$ cat config.mk
export PLATFORM = sky130hd
export DESIGN_NAME = cache_miss_handler
export DESIGN_NICKNAME = d
export VERILOG_FILES = /design/src/rtl/cache_pkg.sv /design/src/rtl/cache_miss_handler.sv
export SDC_FILE = /design/constraint.sdc
export NUM_CORES = 1
export LEC_CHECK = 0
export ABC_AREA = 1
export CORE_MARGIN = 1
export CORE_UTILIZATION = 28
export CTS_BUF_LIST = sky130_fd_sc_hd__clkbuf_4 sky130_fd_sc_hd__clkbuf_8
export CTS_CLUSTER_SIZE = 40
export DETAILED_ROUTE_END_ITERATION = 8
export PLACE_DENSITY = 0.65
export SYNTH_ARGS = -nofsm -noshare
export SYNTH_HDL_FRONTEND = slang
export SYNTH_SLANG_ARGS = --single-unit
$ cat constraint.sdc
create_clock -name clk -period 8.6 [get_ports clk]
set_input_delay 2.58 -clock clk [delete_from_list [all_inputs] [get_ports clk]]
set_output_delay 2.58 -clock clk [all_outputs]
set_load 0.05 [all_outputs]
$ cat src/rtl/cache_pkg.sv
// ----------------------------------------------------------------------------
// cache_pkg
// Types and constants shared by the cache and its miss/refill controller.
//   missState_t   : miss-handler FSM states
//   BYTE_OFFSET   : number of byte-offset bits below the word address
//   CACHE_*_WIDTH : default data/address widths shared with the cache
// ----------------------------------------------------------------------------
package cache_pkg;

  localparam int unsigned CACHE_DATA_WIDTH = 32;
  localparam int unsigned CACHE_ADDR_WIDTH = 32;
  localparam int unsigned BYTE_OFFSET      = 2;

  typedef enum logic [1:0] {
    IDLE,
    REQ,
    WAIT,
    REFILL
  } missState_t;

endpackage

$ cat src/rtl/cache_miss_handler.sv
// ----------------------------------------------------------------------------
// cache_miss_handler
// Miss/refill controller behind a two-way associative cache. Hits are passed
// straight through to the CPU; a miss stalls the CPU, fetches the word from
// memory (valid/ready request, response-valid return) and performs a single
// cycle refill write that also returns the word to the CPU.
//
// Ports
//   clk, rst                 : clock, async active-high reset
//   reqValid_i, addressWord_i: CPU load access and byte address
//   hit_i, cacheData_i       : cache lookup result
//   stall_o                  : freeze CPU pipeline
//   dataWord_o, dataValid_o  : load data returned to CPU
//   memReqValid_o/Ready_i    : memory read request handshake
//   memAddr_o                : word-aligned request address
//   memRespValid_i, memData_i: memory response
//   refillEn_o/Addr_o/Data_o : cache refill write
//   timeout_o                : pulse when a request is reissued
//   missCount_o              : saturating miss counter
// ----------------------------------------------------------------------------
module cache_miss_handler
  import cache_pkg::*;
#(
  parameter int unsigned DATA_WIDTH     = CACHE_DATA_WIDTH,
  parameter int unsigned ADDR_WIDTH     = CACHE_ADDR_WIDTH,
  parameter int unsigned TIMEOUT_CYCLES = 255,
  parameter int unsigned CNT_WIDTH      = 16
) (
  input  logic                  clk,
  input  logic                  rst,
  input  logic                  reqValid_i,
  input  logic [ADDR_WIDTH-1:0] addressWord_i,
  input  logic                  hit_i,
  input  logic [DATA_WIDTH-1:0] cacheData_i,
  output logic                  stall_o,
  output logic [DATA_WIDTH-1:0] dataWord_o,
  output logic                  dataValid_o,
  output logic                  memReqValid_o,
  input  logic                  memReqReady_i,
  output logic [ADDR_WIDTH-1:0] memAddr_o,
  input  logic                  memRespValid_i,
  input  logic [DATA_WIDTH-1:0] memData_i,
  output logic                  refillEn_o,
  output logic [ADDR_WIDTH-1:0] refillAddr_o,
  output logic [DATA_WIDTH-1:0] refillData_o,
  output logic                  timeout_o,
  output logic [CNT_WIDTH-1:0]  missCount_o
);

  localparam int unsigned TW = $clog2(TIMEOUT_CYCLES + 1);

  missState_t            r_state;
  missState_t            w_next;
  logic [ADDR_WIDTH-1:0] r_addr;
  logic [DATA_WIDTH-1:0] r_data;
  logic [TW-1:0]         r_tcnt;
  logic [CNT_WIDTH-1:0]  r_missCnt;

  logic w_miss;
  logic w_handshake;
  logic w_resp;
  logic w_unused;

  assign w_miss      = (r_state == IDLE) && reqValid_i && !hit_i;
  assign w_handshake = (r_state == REQ) && memReqReady_i;
  assign w_resp      = (r_state == WAIT) && memRespValid_i;

  // Byte-offset bits never reach memory; requests are word aligned.
  assign w_unused = ^addressWord_i[BYTE_OFFSET-1:0];

  // State register
  always_ff @(posedge clk or posedge rst) begin
    if (rst) begin
      r_state <= IDLE;
    end else begin
      r_state <= w_next;
    end
  end

  // Word-aligned miss address, captured in the miss cycle
  always_ff @(posedge clk or posedge rst) begin
    if (rst) begin
      r_addr <= '0;
    end else if (w_miss) begin
      r_addr <= {addressWord_i[ADDR_WIDTH-1:BYTE_OFFSET], {BYTE_OFFSET{1'b0}}};
    end
  end

  // Response data, held for the refill cycle
  always_ff @(posedge clk or posedge rst) begin
    if (rst) begin
      r_data <= '0;
    end else if (w_resp) begin
      r_data <= memData_i;
    end
  end

  // Timeout counter: cleared on request acceptance, counts WAIT cycles
  always_ff @(posedge clk or posedge rst) begin
    if (rst) begin
      r_tcnt <= '0;
    end else if (w_handshake) begin
      r_tcnt <= '0;
    end else if (r_state == WAIT) begin
      r_tcnt <= r_tcnt + TW'(1);
    end
  end

  // Saturating miss counter
  always_ff @(posedge clk or posedge rst) begin
    if (rst) begin
      r_missCnt <= '0;
    end else if (w_miss && (r_missCnt != '1)) begin
      r_missCnt <= r_missCnt + CNT_WIDTH'(1);
    end
  end

  assign missCount_o = r_missCnt;

  // Next-state and output decode
  always_comb begin
    w_next        = r_state;
    stall_o       = 1'b0;
    dataWord_o    = '0;
    dataValid_o   = 1'b0;
    memReqValid_o = 1'b0;
    memAddr_o     = '0;
    refillEn_o    = 1'b0;
    refillAddr_o  = '0;
    refillData_o  = '0;
    timeout_o     = 1'b0;

    unique case (r_state)
      IDLE: begin
        if (reqValid_i) begin
          if (hit_i) begin
            dataWord_o  = cacheData_i;
            dataValid_o = 1'b1;
          end else begin
            stall_o = 1'b1;
            w_next  = REQ;
          end
        end
      end
      REQ: begin
        stall_o       = 1'b1;
        memReqValid_o = 1'b1;
        memAddr_o     = r_addr;
        if (memReqReady_i) begin
          w_next = WAIT;
        end
      end
      WAIT: begin
        stall_o = 1'b1;
        // A response wins over a simultaneous timeout.
        if (memRespValid_i) begin
          w_next = REFILL;
        end else if (r_tcnt == TW'(TIMEOUT_CYCLES - 1)) begin
          timeout_o = 1'b1;
          w_next    = REQ;
        end
      end
      REFILL: begin
        refillEn_o   = 1'b1;
        refillAddr_o = r_addr;
        refillData_o = r_data;
        dataWord_o   = r_data;
        dataValid_o  = 1'b1;
        w_next       = IDLE;
      end
      default: begin
        w_next = IDLE;
      end
    endcase

    // Reset forces outputs low immediately, not at the next edge.
    if (rst) begin
      stall_o       = 1'b0;
      dataWord_o    = '0;
      dataValid_o   = 1'b0;
      memReqValid_o = 1'b0;
      memAddr_o     = '0;
      refillEn_o    = 1'b0;
      refillAddr_o  = '0;
      refillData_o  = '0;
      timeout_o     = 1'b0;
    end
  end

endmodule

; Word-level counts from Yosys, hierarchy flattened
; Cells that the tools add are included.
; W data, S select, Z words.
[word_totals]
regBits = 88
inputBits = 102
out_inout_bits = 149
word_cells = 60
[classes]
addsub = 2
eq_ne = 9
muxes = 34
n_reduce_logical = 10
[ops]
columns = op, count
row1 = $mux W32, 9
row2 = $pmux W32 S2, 1
row3 = $add A16 B1 Y16 const B, 1
row4 = $mux W8, 2
row5 = $ne A16 B16 Y1 const B, 1
row6 = $mux W1, 14
row7 = $mux W2, 5
row8 = $add A8 B1 Y8 const B, 1
row9 = $eq A8 B8 Y1 const B, 1
row10 = $pmux W2 S4, 1
row11 = $ne A2 B2 Y1 const B, 3
row12 = $logic_and A1 B1 Y1, 5
row13 = $eq A2 B2 Y1 const B, 2
row14 = $pmux W1 S2, 2
row15 = $reduce_and A4 Y1, 1
row16 = $ne A3 B2 Y1 const B, 1
row17 = $eq A2 B1 Y1 const B, 1
row18 = $logic_not A2 Y1, 1
row19 = $reduce_bool A2 Y1, 1
row20 = $reduce_or A2 Y1, 1
row21 = $logic_not A1 Y1, 1

; Depth between registers and ports, before layout
; Gate-level depths: netlist (run 1).
[depth]
word_depth = 5
depth_mapped = 9
ltp_nobuf = 9

; Worst setup path before layout (run 1)
; OpenSTA, ideal clock, no wires.
[synth_timing]
path_type = input to output
from = in rst
to = out dataWord_o[11]
arrival_ns = 6.044
t_required_ns = 6.020
setup_slack_ns = -0.024
cell_stages = 5
path_buffers = 2
cell_sequence = buf_2 -> inv_1 -> nand2_1 -> buf_2 -> a21oi_1
[synth_between]
elab_chain_len = 1
[synth_lines]
columns = element, line_no
row1 = from (decl), cache_miss_handler.sv:30  ; input logic rst,
row2 = $mux W32, cache_miss_handler.sv:177  ; if (rst) begin
row3 = to (decl), cache_miss_handler.sv:36  ; output logic [DATA_WIDTH-1:0] dataWord_o,
; No other way between the ends.

; Final worst setup path (run 1)
[layout_timing]
from = in rst
to = out refillAddr_o[4]
[layout_between]
elab_chain_len = 1
[layout_lines]
columns = element, line_no
row1 = $mux W32, cache_miss_handler.sv:177
row2 = to (decl), cache_miss_handler.sv:44  ; output logic [ADDR_WIDTH-1:0] refillAddr_o,
; No other way between the ends.

==> metrics.txt, run 1 <==
# TYPE chip_impl_metric gauge
chip_impl_metric{name="global_route_wire_length_before_repair",unit="mm"} 24.6
chip_impl_metric{name="post_cts_resized",unit=""} 0
chip_impl_metric{name="globalRouteTotalUtil",unit="%"} 17.2
chip_impl_info{name="most-common-layout-cells",value="clkdlybuf4s50_1 (211), nand2_1 (149), nor2_1 (139)"} 1
chip_impl_metric{name="post-route-cell-area",unit="mm²"} 0.00810
chip_impl_metric{name="final.setup_skew",unit="ns"} 0.0109
chip_impl_metric{name="start_util",unit="%"} 28.7
chip_impl_metric{name="total_leakage_power",unit="nW"} 3.48
chip_impl_metric{name="avgSynthCellArea",unit="µm²"} 7.45
chip_impl_metric{name="wirelength",unit="mm"} 15.5
chip_impl_metric{name="drt-vias-per-instance",unit=""} 4.49
chip_impl_metric{name="core-area",unit="mm²"} 0.0173
chip_impl_metric{name="synthToLayoutAreaGrowth",unit="%"} 63.0
chip_impl_info{name="setup_repair_after_global_routing_missed_its_margin",value="no"} 1
chip_impl_metric{name="critical-path-max-stage-delay",unit="ns"} 0.76
chip_impl_metric{name="drt_iter0_drc",unit=""} 273
chip_impl_info{name="final_common_cell",value="clkdlybuf4s50_1"} 1
chip_impl_metric{name="p_comb_share",unit="%"} 54.7
chip_impl_metric{name="sequentialPowerShare",unit="%"} 32.3
chip_impl_metric{name="cts_hold_buf",unit=""} 0
chip_impl_metric{name="place_area",unit="mm²"} 0.00792
chip_impl_metric{name="intPower",unit="mW"} 1.10
chip_impl_metric{name="timing.fmax",unit="MHz"} 131
chip_impl_metric{name="synth.yosys.warnings",unit=""} 0
chip_impl_metric{name="timing.final.crit_share",unit="%"} 88.5
chip_impl_metric{name="vdd.ir_drop.worst",unit="V"} 0.000159
chip_impl_metric{name="remaining_routing_drc_violations",unit=""} 0
chip_impl_metric{name="setup_viol_count_final",unit=""} 0
chip_impl_metric{name="max_slew_margin",unit="%"} 25.8
chip_impl_metric{name="numClockSinks",unit=""} 88
chip_impl_metric{name="cap_violations",unit=""} 0
chip_impl_metric{name="pin_count",unit=""} 251
chip_impl_metric{name="final_cells",unit=""} 1127
chip_impl_metric{name="dr.pass1.iters",unit=""} 7
chip_impl_metric{name="dieWidth",unit="µm"} 135
chip_impl_metric{name="multi_input_comb_area",unit="mm²"} 0.00230
chip_impl_metric{name="finalWeightedCongestion",unit=""} 0.781
chip_impl_metric{name="seqCellArea",unit="mm²"} 0.00220
chip_impl_info{name="crit_path_start_kind",value="input port"} 1
chip_impl_metric{name="number_of_buffers_added_on_ports",unit=""} 244
chip_impl_info{name="timing.critical_path.to_type",value="output pin"} 1
chip_impl_info{name="root_buffer",value="clkbuf_8"} 1
chip_impl_metric{name="insertion_delay_to_the_later_sink_of_the_worst_skew_pair",unit="ns"} 0.37
chip_impl_info{name="worstHoldPathType",value="register to register"} 1
chip_impl_metric{name="yosysSeqAreaShare",unit="%"} 44.3
chip_impl_metric{name="clkSlewWorstSetupHoldPaths",unit="ns"} 0.09
chip_impl_metric{name="synthesis.instances",unit=""} 667
chip_impl_metric{name="yosys.cell_types.count",unit=""} 31
chip_impl_metric{name="min_period",unit="ns"} 7.61
chip_impl_metric{name="initial_antenna_violation_count",unit=""} 0
chip_impl_metric{name="placementRows",unit=""} 48
chip_impl_metric{name="pin_count_of_the_biggest_net_entering_global_routing",unit=""} 71
chip_impl_metric{name="die_height",unit="µm"} 135
chip_impl_metric{name="critPathRequiredTime",unit="ns"} 6.02
chip_impl_metric{name="crit_arrival",unit="ns"} 5.03
chip_impl_metric{name="grt_pass1_vias",unit=""} 4843
chip_impl_metric{name="timing_max_transition_violations_final",unit=""} 0
chip_impl_metric{name="layout.filler_cells",unit=""} 1712
chip_impl_metric{name="cp_max_fo",unit=""} 41
chip_impl_metric{name="globalRouteOverflowTotal",unit=""} 0
chip_impl_metric{name="drt.antenna.violating_nets",unit=""} 0
chip_impl_metric{name="htree_num_levels",unit=""} 3
chip_impl_metric{name="p_sw_share",unit="%"} 47.0
chip_impl_metric{name="synth_area",unit="mm²"} 0.00497
chip_impl_metric{name="cts_setup_buffers",unit=""} 0
chip_impl_metric{name="tightestPinTransition",unit="ns"} 1.11
chip_impl_info{name="path_class",value="input port to output pin"} 1
chip_impl_metric{name="dpl_wire_length",unit="mm"} 11.2
chip_impl_metric{name="antenna-diode-count",unit=""} 0
chip_impl_metric{name="postSynthRegisterBits",unit=""} 88
chip_impl_metric{name="final_hold_viol_count",unit=""} 0
chip_impl_metric{name="fin_hold_ws",unit="ns"} 0.476
chip_impl_metric{name="clock_tree.buffer_depth",unit=""} 2
chip_impl_metric{name="power-per-cell-area",unit="mW/mm²"} 256
chip_impl_metric{name="placement.setup.worst_slack",unit="ns"} 0.972
chip_impl_info{name="cts_tree",value="done"} 1
chip_impl_metric{name="tritoncts.num_buffers",unit=""} 9
chip_impl_info{name="synth_flop_cell",value="dfrtp_1"} 1
chip_impl_metric{name="num_vias",unit=""} 5062
chip_impl_metric{name="place_inst",unit=""} 1111
chip_impl_metric{name="synth_edf_count",unit=""} 0
chip_impl_metric{name="post_route_cells_drive_above_1_share",unit="%"} 11.1
chip_impl_metric{name="net-switching-power",unit="mW"} 0.975
chip_impl_metric{name="setup_tns",unit="ns"} 0
chip_impl_info{name="critical_path.cell_chain",value="clkdlybuf4s50_1 -> buf_4 -> nor2_1 -> inv_2 -> nor2_1 -> clkdlybuf4s50_1"} 1
chip_impl_metric{name="routedWlPerCell",unit="µm"} 13.7
chip_impl_info{name="crit_path_top_delay_cell",value="clkdlybuf4s50_1"} 1
chip_impl_metric{name="timing.final.ws_setup",unit="ns"} 0.992
chip_impl_metric{name="ys_async_sr_fraction",unit="%"} 100
chip_impl_metric{name="die_area",unit="mm²"} 0.0183
chip_impl_metric{name="power.share.clock",unit="%"} 13.0
chip_impl_metric{name="final_net_count",unit=""} 1009
chip_impl_info{name="run_status",value="complete, no violations"} 1
[worst max-delay path, delay by kind of cell]
kind,cells,cell delay (ns)
buffers and inverters,4,2.21
AND/OR/NAND/NOR,2,0.20
[power by group through the flow]
stage | Combinational [mW] | Sequential [mW] | Clock (mW)
after floorplan | 0.713 | 0.698 | 0
after global placement | 1.13 | 0.670 | 0
after detailed placement | 1.14 | 0.676 | 0
after CTS | 1.15 | 0.669 | 0.284
after global routing | 1.23 | 0.691 | 0.298
final | 1.13 | 0.669 | 0.270
[metrics by stage]
stage,util [%],power [mW]
after global routing,46.8,2.22
after detailed placement,45.8,1.82
after global placement,45.8,1.80
after CTS,46.8,2.10
after floorplan,-,1.41
final,46.8,2.07
[metal layers]
metal	global-route usage [%]	wire, µm	vias up
met3	3.78	1140	17
met4	6.37	276	0
met5	0	0	-
met2	29.2	7130	184
met1	21.3	6910	2332
li1	-	-	2529
[cells by family after synthesis]
family	Yosys count	synth area share, %
simple gates	334	28.2
buf+inv	116	9.62
mux	20	4.53
fa+ha+maj	10	2.52
flops	88	44.3
other cells	1	0.0755
xor+xnor	2	0.353
compound gates	96	10.4
[sequential cells by signal (all words and copies together) (netlist names)]
name         cells
missCount_o     16
r_addr          30
r_data          32
r_state          2
r_tcnt           8
[Yosys cell counts (7+ instances only)]
cell	count	area share (%)
dfrtp_1	88	44
clkbuf_1	12	0.91
a22oi_1	11	1.7
nand4_1	7	0.88
a21oi_1	40	4.0
mux2_2	20	4.5
ha_1	10	2.5
nand2_1	149	11
o21ai_0	38	3.8
nand3_1	17	1.7
buf_2	18	1.8
inv_1	77	5.8
nor2_1	139	11
[worst paths after layout]
kind                                        start                           to  slack (ns)  cells past startpoint
min in group asynchronous                     rst       r_data[15]$_DFFE_PP0P_        2.96                      4
min reg2reg                 r_tcnt[3]$_DFFE_PP0P_        r_tcnt[3]$_DFFE_PP0P_        0.48                      1
max in group asynchronous                     rst        r_addr[4]$_DFFE_PP0P_        4.78                      4
min                         r_tcnt[3]$_DFFE_PP0P_        r_tcnt[3]$_DFFE_PP0P_        0.48                      1
max reg2reg                r_state[1]$_DFFE_PP0P_  missCount_o[10]$_DFFE_PP0P_        6.51                      9
max                                           rst              refillAddr_o[4]        0.99                      6
[area by class of cell]
| type | count | area share (%) |
|---|---|---|
| Inverter | 82 | 3.91 |
| Sequential cell | 88 | 27.2 |
| Clock buffer | 10 | 1.70 |
| Timing Repair Buffer | 250 | 34.8 |
| Clock inverter | 6 | 0.556 |
| Tap cell | 225 | 3.48 |
| Multi-Input combinational cell | 466 | 28.4 |
(Power assumes the default switching activity.)
==> inputs of run 2 (changes only) <==
--- a/config.mk
+++ b/config.mk
@@ -9,7 +9,7 @@
 export CORE_MARGIN = 1
 export CORE_UTILIZATION = 28
 export CTS_BUF_LIST = sky130_fd_sc_hd__clkbuf_4 sky130_fd_sc_hd__clkbuf_8
-export CTS_CLUSTER_SIZE = 40
+export CTS_CLUSTER_SIZE = 20
 export DETAILED_ROUTE_END_ITERATION = 8
 export PLACE_DENSITY = 0.65
 export SYNTH_ARGS = -nofsm -noshare
==> results of run 2 <==
The final DEF is identical to that of run 1; final timing and power are the same.
==> inputs of run 3 (changes only) <==
--- a/config.mk
+++ b/config.mk
@@ -6,7 +6,7 @@
 export NUM_CORES = 1
 export LEC_CHECK = 0
 export ABC_AREA = 1
-export CORE_MARGIN = 1
+export CORE_MARGIN = 5
 export CORE_UTILIZATION = 28
 export CTS_BUF_LIST = sky130_fd_sc_hd__clkbuf_4 sky130_fd_sc_hd__clkbuf_8
 export CTS_CLUSTER_SIZE = 20
==> constraint.sdc (replaced) <==
create_clock -name clk -period 8.6 [get_ports clk]
set_input_delay 2.58 -clock clk [delete_from_list [all_inputs] [get_ports clk]]
set_output_delay 2.58 -clock clk [all_outputs]
set_load 0.01 [all_outputs]
==> run 3 against run 2 <==
Net effect:
- combinational power is 30% lower
- global-route usage is 1.4 points lower
- wire length is 4.6% higher
- highest routed layer unchanged
==> metrics.txt, run 3 (synthesis results as in run 1) <==
# TYPE chip_impl_metric gauge
chip_impl_metric{name="wirelength",unit="mm"} 16.2
chip_impl_metric{name="cap_violations",unit=""} 0
chip_impl_metric{name="routedWlPerCell",unit="µm"} 14.3
chip_impl_metric{name="power.total",unit="mW"} 1.74
chip_impl_metric{name="dr.pass1.iters",unit=""} 4
chip_impl_info{name="crit_path_start_kind",value="input port"} 1
chip_impl_metric{name="globalRouteTotalUtil",unit="%"} 15.8
chip_impl_metric{name="max_slew_margin",unit="%"} 38.4
chip_impl_info{name="run_status",value="complete, no violations"} 1
chip_impl_metric{name="die_area",unit="mm²"} 0.0205
chip_impl_metric{name="cts_setup_buffers",unit=""} 0
chip_impl_metric{name="final_hold_viol_count",unit=""} 0
chip_impl_metric{name="total_leakage_power",unit="nW"} 3.35
chip_impl_metric{name="insertion_delay_to_the_later_sink_of_the_worst_skew_pair",unit="ns"} 0.38
chip_impl_metric{name="clock_tree.buffer_depth",unit=""} 2
chip_impl_metric{name="die_height",unit="µm"} 143
chip_impl_metric{name="post_route_cells_drive_above_1_share",unit="%"} 7.84
chip_impl_metric{name="drt_iter0_drc",unit=""} 165
chip_impl_info{name="path_class",value="input port to output pin"} 1
chip_impl_info{name="timing.critical_path.to_type",value="output pin"} 1
chip_impl_metric{name="dieWidth",unit="µm"} 143
chip_impl_metric{name="timing_max_transition_violations_final",unit=""} 0
chip_impl_metric{name="final_net_count",unit=""} 1013
chip_impl_metric{name="global_route_wire_length_before_repair",unit="mm"} 26.0
chip_impl_info{name="worstHoldPathType",value="register to register"} 1
chip_impl_metric{name="reg2reg_slack",unit="ns"} 6.40
chip_impl_metric{name="placementRows",unit=""} 48
chip_impl_metric{name="tightestPinTransition",unit="ns"} 0.920
chip_impl_metric{name="pin_count",unit=""} 251
chip_impl_metric{name="numClockSinks",unit=""} 88
chip_impl_info{name="root_buffer",value="clkbuf_8"} 1
chip_impl_metric{name="antenna-diode-count",unit=""} 0
chip_impl_metric{name="min_period",unit="ns"} 7.48
chip_impl_info{name="final_common_cell",value="clkdlybuf4s50_1"} 1
chip_impl_metric{name="crit_arrival",unit="ns"} 4.90
chip_impl_info{name="critical_path.cell_chain",value="clkdlybuf4s50_1 -> nand3_1 -> inv_1 -> buf_4 -> a22oi_1 -> nor2_1 -> clkdlybuf4s50_1"} 1
chip_impl_metric{name="synthToLayoutAreaGrowth",unit="%"} 57.1
chip_impl_metric{name="largest_register_ff_count",unit=""} 32
chip_impl_metric{name="cp_max_fo",unit=""} 18
chip_impl_metric{name="pin_count_of_the_biggest_net_entering_global_routing",unit=""} 64
chip_impl_metric{name="timing.fmax",unit="MHz"} 134
chip_impl_metric{name="placement.setup.worst_slack",unit="ns"} 1.07
chip_impl_metric{name="globalRouteOverflowTotal",unit=""} 0
chip_impl_metric{name="drt-vias-per-instance",unit=""} 4.46
chip_impl_metric{name="htree_num_levels",unit=""} 3
chip_impl_info{name="setup_repair_after_global_routing_missed_its_margin",value="no"} 1
chip_impl_metric{name="critical-path-max-stage-delay",unit="ns"} 0.58
chip_impl_metric{name="dpl_wire_length",unit="mm"} 12.3
chip_impl_metric{name="setup_viol_count_final",unit=""} 0
chip_impl_metric{name="clkSlewWorstSetupHoldPaths",unit="ns"} 0.09
chip_impl_metric{name="num_vias",unit=""} 5044
chip_impl_metric{name="layout.filler_cells",unit=""} 1764
chip_impl_metric{name="critPathRequiredTime",unit="ns"} 6.02
chip_impl_metric{name="final_cells",unit=""} 1131
chip_impl_info{name="largest_register",value="r_data"} 1
chip_impl_metric{name="setup_tns",unit="ns"} 0
chip_impl_metric{name="timing.final.ws_setup",unit="ns"} 1.12
chip_impl_metric{name="tritoncts.num_buffers",unit=""} 9
chip_impl_metric{name="cts_hold_buf",unit=""} 0
chip_impl_metric{name="timing.final.crit_share",unit="%"} 87.0
chip_impl_info{name="cp_common_cell",value="clkdlybuf4s50_1"} 1
chip_impl_metric{name="final.setup_skew",unit="ns"} 0.0129
chip_impl_metric{name="core-area",unit="mm²"} 0.0174
chip_impl_metric{name="initial_antenna_violation_count",unit=""} 0
chip_impl_metric{name="post_cts_resized",unit=""} 0
chip_impl_metric{name="power-per-cell-area",unit="mW/mm²"} 223
chip_impl_metric{name="remaining_routing_drc_violations",unit=""} 0
chip_impl_info{name="crit_path_top_delay_cell",value="clkdlybuf4s50_1"} 1
chip_impl_metric{name="place_inst",unit=""} 1115
chip_impl_info{name="cts_tree",value="done"} 1
chip_impl_info{name="most-common-layout-cells",value="clkdlybuf4s50_1 (244), nand2_1 (149), nor2_1 (139)"} 1
chip_impl_metric{name="number_of_buffers_added_on_ports",unit=""} 244
chip_impl_metric{name="start_util",unit="%"} 28.6
chip_impl_metric{name="vdd.ir_drop.worst",unit="V"} 0.000106
chip_impl_metric{name="grt_pass1_vias",unit=""} 5109
chip_impl_metric{name="finalWeightedCongestion",unit=""} 0.820
chip_impl_metric{name="drt.antenna.violating_nets",unit=""} 0
run 3: changes by cell type in the layout (fill, tap and decap cells not counted), sizes merged:
cell	before	now
buf	39	10
clkdlybuf4s50	211	244
clkinv	5	6
clkinvlp	4	1
inv	79	81
run 3: path summary, 6_finish.rpt:
path	start	end	cells after the start
max in group asynchronous	rst	r_state[0]$_DFFE_PP0P_	5
min reg2reg	r_tcnt[3]$_DFFE_PP0P_	r_tcnt[3]$_DFFE_PP0P_	1
max reg2reg	r_state[1]$_DFFE_PP0P_	missCount_o[10]$_DFFE_PP0P_	9
min in group asynchronous	rst	r_data[17]$_DFFE_PP0P_	4
min	r_tcnt[3]$_DFFE_PP0P_	r_tcnt[3]$_DFFE_PP0P_	1
max	reqValid_i	dataWord_o[28]	7
run 3: area by class of cell:
| cell class | instances | area (µm²) | area share (%) |
|---|---|---|---|
| Clock buffer | 10 | 138 | 1.76 |
| Clock inverter | 6 | 51.3 | 0.657 |
| Inverter | 82 | 314 | 4.02 |
| Multi-Input combinational cell | 466 | 2300 | 29.5 |
| Sequential cell | 88 | 2200 | 28.2 |
| Tap cell | 225 | 282 | 3.61 |
| Timing Repair Buffer | 254 | 2520 | 32.3 |
run 3: power breakdown:
group	internal, mW	total (mW)	leakage, nW	switching (mW)
logic	0.367	0.794	2.18	0.427
clock network	0.116	0.279	0.0935	0.163
registers	0.579	0.670	1.08	0.0910
run 3: stage by stage:
| step | area [µm²] | util, % | hold WS [ns] |
|---|---|---|---|
| 5_1_grt | 7800 | 45.0 | 0.476 |
| 3_5_place_dp | 7610 | 43.9 | 0.453 |
| 2_1_floorplan | 4980 | - | 0.434 |
| 6_report | 7800 | 45.0 | 0.466 |
| 4_1_cts | 7800 | 45.0 | 0.467 |
| 3_3_place_gp | 7610 | 43.9 | 0.449 |
run 3: layer usage:
metal / GRT usage [%] / wire [µm] / share of wire [%]
met4: 4.31 / 231 / 1.4
met5: 0 / 0 / 0
met1: 19.9 / 7000 / 43
met3: 4.29 / 1290 / 8.0
met2: 26.9 / 7650 / 47
run 3: critical path, delay by kind of cell:
family / cells / cell delay (ns)
buffers and inverters: 4 / 1.92
AO/OA/AOI/OAI: 1 / 0.08
AND/OR/NAND/NOR: 2 / 0.30
